**config.mk**
```make
export PLATFORM = sky130hd
export DESIGN_NAME = fpalu_cmd_issuer
export DESIGN_NICKNAME = d
export VERILOG_FILES = /design/src/rtl/fpalu_pkg.sv /design/src/rtl/fpalu_cmd_fifo.sv /design/src/rtl/fpalu_cmd_issuer.sv
export SDC_FILE = /design/constraint.sdc
export NUM_CORES = 1
export LEC_CHECK = 0
export ABC_AREA = 1
export BUFFER_PORTS_ARGS = -buffer_cell sky130_fd_sc_hd__buf_2
export CORE_UTILIZATION = 40
export DETAILED_ROUTE_END_ITERATION = 16
export GPL_TIMING_DRIVEN = 0
export PLACE_DENSITY = 0.58
export SKIP_CTS_REPAIR_TIMING = 1
export SLEW_MARGIN = 10
export SYNTH_ARGS = -nofsm -noshare
export SYNTH_HDL_FRONTEND = slang
export SYNTH_SLANG_ARGS = --single-unit
```
**constraint.sdc**
```tcl
create_clock -name clk -period 5.32 [get_ports clk]
set_clock_uncertainty 0.05 [all_clocks]
set_input_delay 0 -clock clk [delete_from_list [all_inputs] [get_ports clk]]
set_output_delay 0 -clock clk [all_outputs]
set_load 0.005 [all_outputs]
```
**src/rtl/fpalu_pkg.sv**
```systemverilog
// Shared opcodes, FSM states and flag layout for the FPalu command issuer.
package fpalu_pkg;

   localparam int unsigned DATA_W = 32;
   localparam int unsigned OP_W   = 3;
   localparam int unsigned FLAG_W = 4;

   localparam logic [OP_W-1:0] OP_ADD = 3'b000;
   localparam logic [OP_W-1:0] OP_SUB = 3'b001;
   localparam logic [OP_W-1:0] OP_MUL = 3'b010;
   localparam logic [OP_W-1:0] OP_DIV = 3'b011;
   localparam logic [OP_W-1:0] OP_SHF = 3'b100;

   typedef enum logic [1:0] {
      IDLE      = 2'd0,
      ISSUE     = 2'd1,
      WAIT_SEQ  = 2'd2,
      WAIT_COMB = 2'd3
   } state_t;

   typedef struct packed {
      logic unf;
      logic ovf;
      logic zbz;
      logic dbz;
   } fpalu_flags_t;

endpackage

```
**src/rtl/fpalu_cmd_fifo.sv**
```systemverilog
// Small synchronous FIFO holding packed upstream commands.
module fpalu_cmd_fifo #(
   parameter int unsigned DEPTH = 4,
   parameter int unsigned W     = 71
) (
   input  logic         clk,
   input  logic         rst_n,
   input  logic         push,
   input  logic         pop,
   input  logic [W-1:0] din,
   output logic         full,
   output logic         empty,
   output logic [W-1:0] head
);

   localparam int unsigned AW = $clog2(DEPTH);
   localparam logic [AW:0] FULL_CNT = (AW+1)'(DEPTH);

   logic [W-1:0]  mem [DEPTH];
   logic [AW-1:0] wr_ptr;
   logic [AW-1:0] rd_ptr;
   logic [AW:0]   count;
   logic          do_push;
   logic          do_pop;

   assign full    = (count == FULL_CNT);
   assign empty   = (count == '0);
   assign do_push = push && !full;
   assign do_pop  = pop && !empty;
   assign head    = mem[rd_ptr];

   // Pointer and occupancy tracking; pointers wrap naturally at DEPTH.
   always_ff @(posedge clk or negedge rst_n) begin
      if (!rst_n) begin
         wr_ptr <= '0;
         rd_ptr <= '0;
         count  <= '0;
      end else begin
         if (do_push) wr_ptr <= wr_ptr + AW'(1);
         if (do_pop)  rd_ptr <= rd_ptr + AW'(1);
         case ({do_push, do_pop})
            2'b10:   count <= count + (AW+1)'(1);
            2'b01:   count <= count - (AW+1)'(1);
            default: count <= count;
         endcase
      end
   end

   // Storage array; contents are don't-care until written.
   always_ff @(posedge clk) begin
      if (do_push) mem[wr_ptr] <= din;
   end

endmodule

```
**src/rtl/fpalu_cmd_issuer.sv**
```systemverilog
// Buffers FP commands and issues them one at a time to FPalu, capturing results.
module fpalu_cmd_issuer
   import fpalu_pkg::*;
#(
   parameter int unsigned CMD_DEPTH = 4,
   parameter int unsigned TAG_W     = 4,
   parameter logic [7:0]  SEQ_MASK  = 8'b0000_1000,
   parameter int unsigned COMB_LAT  = 2,
   parameter int unsigned TIMEOUT   = 64
) (
   input  logic             clk,
   input  logic             rst_n,
   input  logic             cmd_valid,
   output logic             cmd_ready,
   input  logic [31:0]      cmd_a,
   input  logic [31:0]      cmd_b,
   input  logic [2:0]       cmd_op,
   input  logic [TAG_W-1:0] cmd_tag,
   output logic [31:0]      alu_a,
   output logic [31:0]      alu_b,
   output logic [2:0]       alu_op,
   output logic             alu_cin,
   output logic             alu_start,
   input  logic             alu_busy,
   input  logic             alu_valid,
   input  logic [31:0]      alu_out,
   input  logic [3:0]       alu_flags,
   output logic             res_valid,
   input  logic             res_ready,
   output logic [31:0]      res_data,
   output logic [3:0]       res_flags,
   output logic [TAG_W-1:0] res_tag,
   output logic             res_timeout
);

   localparam int unsigned CMD_W   = 2*DATA_W + OP_W + TAG_W;
   localparam int unsigned TMR_MAX = (TIMEOUT > COMB_LAT) ? TIMEOUT : COMB_LAT;
   localparam int unsigned TMR_W   = $clog2(TMR_MAX + 1);
   localparam logic [TMR_W-1:0] TMO_LAST  = TMR_W'(TIMEOUT - 1);
   localparam logic [TMR_W-1:0] COMB_LAST = TMR_W'(COMB_LAT - 1);

   state_t            state, state_d;
   logic [TMR_W-1:0]  timer, timer_d;
   logic [CMD_W-1:0]  fifo_din;
   logic [CMD_W-1:0]  head_cmd;
   logic              fifo_full;
   logic              fifo_empty;
   logic              fifo_push;
   logic              fifo_pop;
   logic [31:0]       head_a;
   logic [31:0]       head_b;
   logic [2:0]        head_op;
   logic [TAG_W-1:0]  head_tag;
   logic [TAG_W-1:0]  tag_q;
   logic              start_d;
   logic              cap_ok;
   logic              cap_to;
   logic              res_free;
   fpalu_flags_t      flags_in;
   logic              unused_busy;

   assign cmd_ready   = !fifo_full;
   assign fifo_push   = cmd_valid && cmd_ready;
   assign fifo_din    = {cmd_tag, cmd_op, cmd_b, cmd_a};
   assign head_a      = head_cmd[DATA_W-1:0];
   assign head_b      = head_cmd[2*DATA_W-1:DATA_W];
   assign head_op     = head_cmd[2*DATA_W+OP_W-1:2*DATA_W];
   assign head_tag    = head_cmd[CMD_W-1:2*DATA_W+OP_W];
   assign alu_cin     = 1'b0;
   assign res_free    = !res_valid || res_ready;
   assign flags_in    = fpalu_flags_t'(alu_flags);
   assign unused_busy = alu_busy;

   fpalu_cmd_fifo #(
      .DEPTH (CMD_DEPTH),
      .W     (CMD_W)
   ) u_fifo (
      .clk   (clk),
      .rst_n (rst_n),
      .push  (fifo_push),
      .pop   (fifo_pop),
      .din   (fifo_din),
      .full  (fifo_full),
      .empty (fifo_empty),
      .head  (head_cmd)
   );

   // FSM state and wait timer registers.
   always_ff @(posedge clk or negedge rst_n) begin
      if (!rst_n) begin
         state <= IDLE;
         timer <= '0;
      end else begin
         state <= state_d;
         timer <= timer_d;
      end
   end

   // Next-state, timer and capture strobes; a free result slot gates every issue.
   always_comb begin
      state_d  = state;
      timer_d  = timer;
      fifo_pop = 1'b0;
      start_d  = 1'b0;
      cap_ok   = 1'b0;
      cap_to   = 1'b0;
      case (state)
         IDLE: begin
            if (!fifo_empty && res_free) begin
               fifo_pop = 1'b1;
               start_d  = SEQ_MASK[head_op];
               state_d  = ISSUE;
            end
         end
         ISSUE: begin
            timer_d = '0;
            state_d = SEQ_MASK[alu_op] ? WAIT_SEQ : WAIT_COMB;
         end
         WAIT_SEQ: begin
            if (alu_valid) begin
               cap_ok  = 1'b1;
               state_d = IDLE;
            end else if (timer == TMO_LAST) begin
               cap_to  = 1'b1;
               state_d = IDLE;
            end else begin
               timer_d = timer + TMR_W'(1);
            end
         end
         WAIT_COMB: begin
            if (timer == COMB_LAST) begin
               cap_ok  = 1'b1;
               state_d = IDLE;
            end else begin
               timer_d = timer + TMR_W'(1);
            end
         end
         default: state_d = IDLE;
      endcase
   end

   // Operand registers hold from issue until the next command is loaded.
   always_ff @(posedge clk or negedge rst_n) begin
      if (!rst_n) begin
         alu_a     <= '0;
         alu_b     <= '0;
         alu_op    <= '0;
         tag_q     <= '0;
         alu_start <= 1'b0;
      end else begin
         alu_start <= start_d;
         if (fifo_pop) begin
            alu_a  <= head_a;
            alu_b  <= head_b;
            alu_op <= head_op;
            tag_q  <= head_tag;
         end
      end
   end

   // Result register: a capture takes priority over a downstream drain.
   always_ff @(posedge clk or negedge rst_n) begin
      if (!rst_n) begin
         res_valid   <= 1'b0;
         res_data    <= '0;
         res_flags   <= '0;
         res_tag     <= '0;
         res_timeout <= 1'b0;
      end else if (cap_ok || cap_to) begin
         res_valid   <= 1'b1;
         res_data    <= cap_ok ? alu_out : 32'h0;
         res_flags   <= cap_ok ? FLAG_W'(flags_in) : 4'h0;
         res_tag     <= tag_q;
         res_timeout <= cap_to;
      end else if (res_ready) begin
         res_valid   <= 1'b0;
      end
   end

endmodule
```
==> impl_metrics.yaml, run 1 <==
logic_synthesis:
  synth.distinct_cells: 30
  synth_area_per_cell_um2: 12.1
  synthesis.area_um2: 15800
  synth_cells: 1302
  synth_ff_type: "edfxtp_1"
  yosys.area.top_type: "edfxtp_1"
  synth_top_area_share_pct: 54.0
  synth_edf_count: 284
  yosysWarnings: 0
  seq_area_frac_synth_pct: 74.6
  synth_async_sr_flop_share_pct: 31.4
  synth_seq_cells: 414
  synth.area.top_cells: "edfxtp_1, dfrtp_1, nand2_1, o21ai_0, nor2_1"
  synth_nets: 1423
placed_design:
  gp_congestion: 0.847
  io_buffers: 222
  dp.cells: 2055
  dpl.hpwl_um: 25500
hold_path:
  min_from: "cmd_valid"
  hold-path-endpoint: "u_fifo.wr_ptr[0]"
  holdCritPathClass: "input port to register"
  whs_path_depth: 3
detailed_routing:
  top_layer: "met4"
  vias: 10967
  drc_errors: 0
  wl_met2_um: 19300
  wire_per_inst_um: 17.9
  ant_nets: 0
  firstDrtPassIters: 5
  wl_met3_um: 2400
  routed_wl_um: 40300
  wl_met1_um: 17800
  drtIter0Drc: 654
  via_per_inst: 4.87
floorplanning:
  fp.coreArea_um2: 38800
  die_area_um2: 40300
  die_height_um: 201
  initial_core_util_pct: 40.7
  num_rows: 72
  chipWidth_um: 201
  io_pins: 225
timing:
  timing.final.crit_share_pct: 56.7
  hold_viol: 0
  relSlewSlack_pct: 47.9
  fmax_ghz: 0.331
  setup_violations: 0
  slew_violations: 0
  whs_ns: 0.0612
  rsz0062_at_grt: "false"
  tightest_slew_ns: 0.780
  period_minus_slack_ns: 3.02
  tns_ns: 0
clock_tree:
  insertion_delay_ns: 0.56
  clockBufferDepth: 3
  htreeDepth: 2
  cts_root_buf: "clkbuf_16"
  cts_buffers: 43
  cts_tree: "yes"
  clk_pin_slew_ns: 0.06
  clock-sinks: 414
finish:
  mostFrequentLayoutCells: "nand2_1, edfxtp_1, buf_2"
  final_net_count: 1816
  drive_gt1_share_pct: 20.6
  final_common_cell: "nand2_1"
  post-route-util_pct: 52.9
  syn_to_final_growth_pct: 30.1
  stdcell_count: 2250
worst_setup_path:
  startpoint_type: "register"
  crit_path_end_kind: "register"
  worstPathMaxFanout: 10
  timing.rr.start: "u_fifo.count[0]"
  cp.arrival_ns: 3.41
  cp_cell_sequence: "nor2_1 > nand2_1 > nand3_1 > buf_2 > inv_2 > buf_2 > ha_1 > fa_1 > a21oi_1 > o21ai_0 > xor2_1"
  cpPeakStageDelay_ns: 0.44
  rr_endpoint: "u_fifo.count[2]"
  crit_required_ns: 5.71
  cp_slowest_cell: "fa_1"
  reg2regPathDepth: 11
  rrSetupSlack_ns: 2.30
  critical_path_class: "register to register"
  cpMostUsedCell: "buf_2"
flow_run:
  cap_viol_max_count: 0
grt:
  grt_usage_pct: 19.8
  grt_pass1_vias: 10401
  antenna_found_initial: 2
  grt_max_degree: 76
  grt_first_pass_wirelength_um: 61000
  grt-ovfl-total: 0
power:
  p_leak_nw: 8.44
  pwr_density_cell_nw_per_um2: 574
  peakVddDrop_mv: 0.312
status:
  status: "finished clean"
-- final cells by class --
class | count | area (µm²)
clock buffer | 52 | 1160
buffer | 71 | 334
fill | 3353 | 18300
inverter | 54 | 203
sequential | 414 | 11800
antenna | 2 | 5.00
clock inverter | 28 | 350
tap | 518 | 648
timing repair buffer | 348 | 2550
multi-input combinational | 763 | 3500
-- critical path: cells and delay by family, from the launching register on --
family	cells	cell delay, ns
compound gates	2	0.24
fa+ha+maj	2	0.72
buf+inv	3	0.96
flops	1	0.42
xor+xnor	1	0.15
simple gates	3	0.33
-- routing by layer --
layer | vias up | global-route usage [%]
met5 | - | 0
met4 | 0 | 5.73
li1 | 5295 | -
met3 | 53 | 4.25
met2 | 339 | 32.6
met1 | 5280 | 26.3
-- worst max-delay path by stage --
stage                          from                end  slack, ns  depth (start not counted)
detailed placement  u_fifo.count[0]    u_fifo.count[2]       2.25                         11
CTS                 u_fifo.count[0]    u_fifo.count[2]       2.23                         11
global route        u_fifo.count[0]    u_fifo.count[2]       2.05                         11
global placement    u_fifo.count[0]  u_fifo.mem[3][60]      -1.80                          4
floorplan           u_fifo.count[0]   u_fifo.mem[0][0]       1.08                          4
finish              u_fifo.count[0]    u_fifo.count[2]       2.30                         11
-- registers in the layout, indices dropped and copies added, names as in the netlist --
register,count
alu_a,32
alu_start,1
res_tag,4
state,2
u_fifo.mem,284
u_fifo.count,3
res_data,32
alu_b,32
res_valid,1
timer,7
alu_op,3
tag_q,4
res_flags,4
res_timeout,1
u_fifo.rd_ptr,2
u_fifo.wr_ptr,2
-- cells by family (layout without fill, tap and decap cells) --
| family | Yosys count | count (layout) | synth area share [%] |
|---|---|---|---|
| multiplexers | 1 | 1 | 0.0713 |
| AND/OR/NAND/NOR | 489 | 489 | 12.1 |
| XOR/XNOR | 7 | 7 | 0.388 |
| other | 1 | 3 | 0.0238 |
| buffers and inverters | 125 | 553 | 3.40 |
| flip-flops | 414 | 414 | 74.6 |
| adder cells (fa/ha/maj) | 8 | 8 | 0.682 |
| AO/OA/AOI/OAI | 257 | 257 | 8.72 |
-- cells in the mapped netlist, types with 2 or more instances --
library cell  count
nand2_1         297
xor2_1            6
nand3_1           8
a21oi_1           5
inv_1            48
dfrtp_1         130
nand4_1           8
clkbuf_1         35
o22ai_1          70
nand3_2           2
inv_2             6
buf_4            10
nand2_2           3
buf_1             7
o21ai_0         144
o21ai_1          37
nor2_1          167
edfxtp_1        284
buf_2            18
ha_1              7
-- power breakdown --
group	leakage [nW]	internal (W)	switching [W]
registers	4.22	0.00439	0.000336
clock network	0.728	0.00191	0.00128
logic	3.49	0.00137	0.00250
-- through the flow --
step | setup WS (ns) | cell area (µm²) | power (W)
2_1_floorplan | 1.08 | 15800 | 0.00700
3_3_place_gp | -1.80 | 17500 | 0.00852
3_5_place_dp | 2.25 | 17900 | 0.00863
4_1_cts | 2.23 | 19400 | 0.0118
5_1_grt | 2.05 | 20500 | 0.0126
6_report | 2.30 | 20500 | 0.0118
Power figures use the tool's default switching activity.
==> inputs of run 2 (changes only) <==
- clock period: 5.32 -> 2.9 ns (I/O delays scaled with it)
==> impl_metrics.yaml, run 2 (synthesis gave the netlist of run 1 again) <==
power:
  pwr_density_cell_nw_per_um2: 1050
  p_leak_nw: 8.42
  peakVddDrop_mv: 0.483
finish:
  final_common_cell: "nand2_1"
  mostFrequentLayoutCells: "nand2_1, edfxtp_1, buf_2"
  post-route-util_pct: 52.7
  largest_reg_flops: 284
  top_register: "u_fifo.mem"
  final_net_count: 1816
  syn_to_final_growth_pct: 29.7
  n_fill_cell: 3296
  drive_gt1_share_pct: 19.8
worst_setup_path:
  crit_required_ns: 3.09
  crit_path_end_kind: "register"
  critical_path_class: "register to register"
  cp.arrival_ns: 2.79
  cp_slowest_cell: "nor2_4"
  cp_cell_sequence: "nor2_1 > nand2_1 > nand2_1 > nor2_4 > buf_12 > buf_16 > buf_16"
  worstPathMaxFanout: 21
  cpPeakStageDelay_ns: 0.68
  startpoint_type: "register"
placed_design:
  dpl.hpwl_um: 25500
  io_buffers: 222
  gp_congestion: 0.810
status:
  status: "finished clean"
floorplanning:
  die_area_um2: 40300
  io_pins: 225
  chipWidth_um: 201
  num_rows: 72
  die_height_um: 201
  fp.coreArea_um2: 38800
  initial_core_util_pct: 40.7
clock_tree:
  cts_buffers: 44
  clock-sinks: 414
  htreeDepth: 2
  insertion_delay_ns: 0.55
  cts_root_buf: "clkbuf_16"
  clockBufferDepth: 3
  clk_pin_slew_ns: 0.06
  cts_tree: "yes"
detailed_routing:
  firstDrtPassIters: 5
  via_per_inst: 4.87
  routed_wl_um: 39800
  vias: 10959
  drc_errors: 0
  wire_per_inst_um: 17.7
  ant_nets: 0
  drtIter0Drc: 615
timing:
  slew_violations: 0
  relSlewSlack_pct: 43.7
  whs_ns: 0.0652
  timing.final.crit_share_pct: 89.5
  period_minus_slack_ns: 2.60
  tightest_slew_ns: 0.841
  setup_violations: 0
  rsz0062_at_grt: "false"
  hold_viol: 0
  fmax_ghz: 0.385
grt:
  grt_first_pass_wirelength_um: 59900
  grt_pass1_vias: 10453
  antenna_found_initial: 3
  grt_usage_pct: 19.4
  grt-ovfl-total: 0
  grt_max_degree: 79
flow_run:
  cap_viol_max_count: 0
hold_path:
  holdCritPathClass: "input port to register"
run 2: cell types whose count changed in the layout (fill, tap and decap cells not counted), moves of 2 or more:
cell,before,now
buf_12,10,7
clkbuf_1,40,42
clkinv_1,2,13
buf_2,239,237
clkinv_2,9,5
buf_6,1,3
clkinvlp_4,6,0
buf_16,4,6
run 2: per-stage QoR:
step	cell area, µm²	power, W	setup TNS, ns	setup WS [ns]	std cells
after detailed placement	17900	0.0158	-0.0602	-0.0602	2055
final	20500	0.0214	0	0.304	2249
after floorplan	15800	0.0128	-53.30	-0.188	1302
after global placement	17600	0.0155	-572.07	-2.00	2042
after global routing	20500	0.0228	0	0.0447	2248
after CTS	19300	0.0216	-0.0906	-0.0881	2135
run 2: area by class of cell:
| type | instances | area (µm²) | share of cell area [%] |
|---|---|---|---|
| Multi-Input combinational cell | 763 | 3500 | 17.1 |
| Inverter | 54 | 203 | 0.990 |
| Antenna cell | 2 | 5.00 | 0.0244 |
| Timing Repair Buffer | 348 | 2550 | 12.5 |
| Clock inverter | 25 | 263 | 1.28 |
| Buffer | 70 | 335 | 1.64 |
| Clock buffer | 55 | 1190 | 5.83 |
| Tap cell | 518 | 648 | 3.16 |
| Sequential cell | 414 | 11800 | 57.5 |
run 2: path summary, 6_finish.rpt:
kind	cells past startpoint	end	slack, ns	startpoint
max	7	u_fifo.mem[3][61]	0.30	u_fifo.count[0]
min	4	u_fifo.wr_ptr[1]	0.07	cmd_valid
max reg2reg	7	u_fifo.mem[3][61]	0.30	u_fifo.count[0]
min reg2reg	2	alu_b[18]	0.42	alu_b[18]
max in group asynchronous	4	u_fifo.wr_ptr[1]	0.81	rst_n
min in group asynchronous	3	alu_b[6]	0.43	rst_n
run 2: worst max-delay path: cells and delay by family, from the launching register on:
family	cells	cell delay, ns
and+or+nand+nor	4	1.15
buffers and inverters	3	0.65
DFF	1	0.40
run 2: report_power, final:
part	switching, W	internal [W]
clock	0.00224	0.00344
combinational	0.00460	0.00253
sequential	0.000594	0.00806
run 2: routing by layer:
| metal | global-route usage (%) | share of wire, % | vias to the layer above |
|---|---|---|---|
| met5 | 0 | 0.033 | - |
| li1 | - | - | 5285 |
| met4 | 5.67 | 1.8 | 2 |
| met2 | 31.7 | 48 | 310 |
| met3 | 4.09 | 5.7 | 54 |
| met1 | 26.2 | 45 | 5308 |
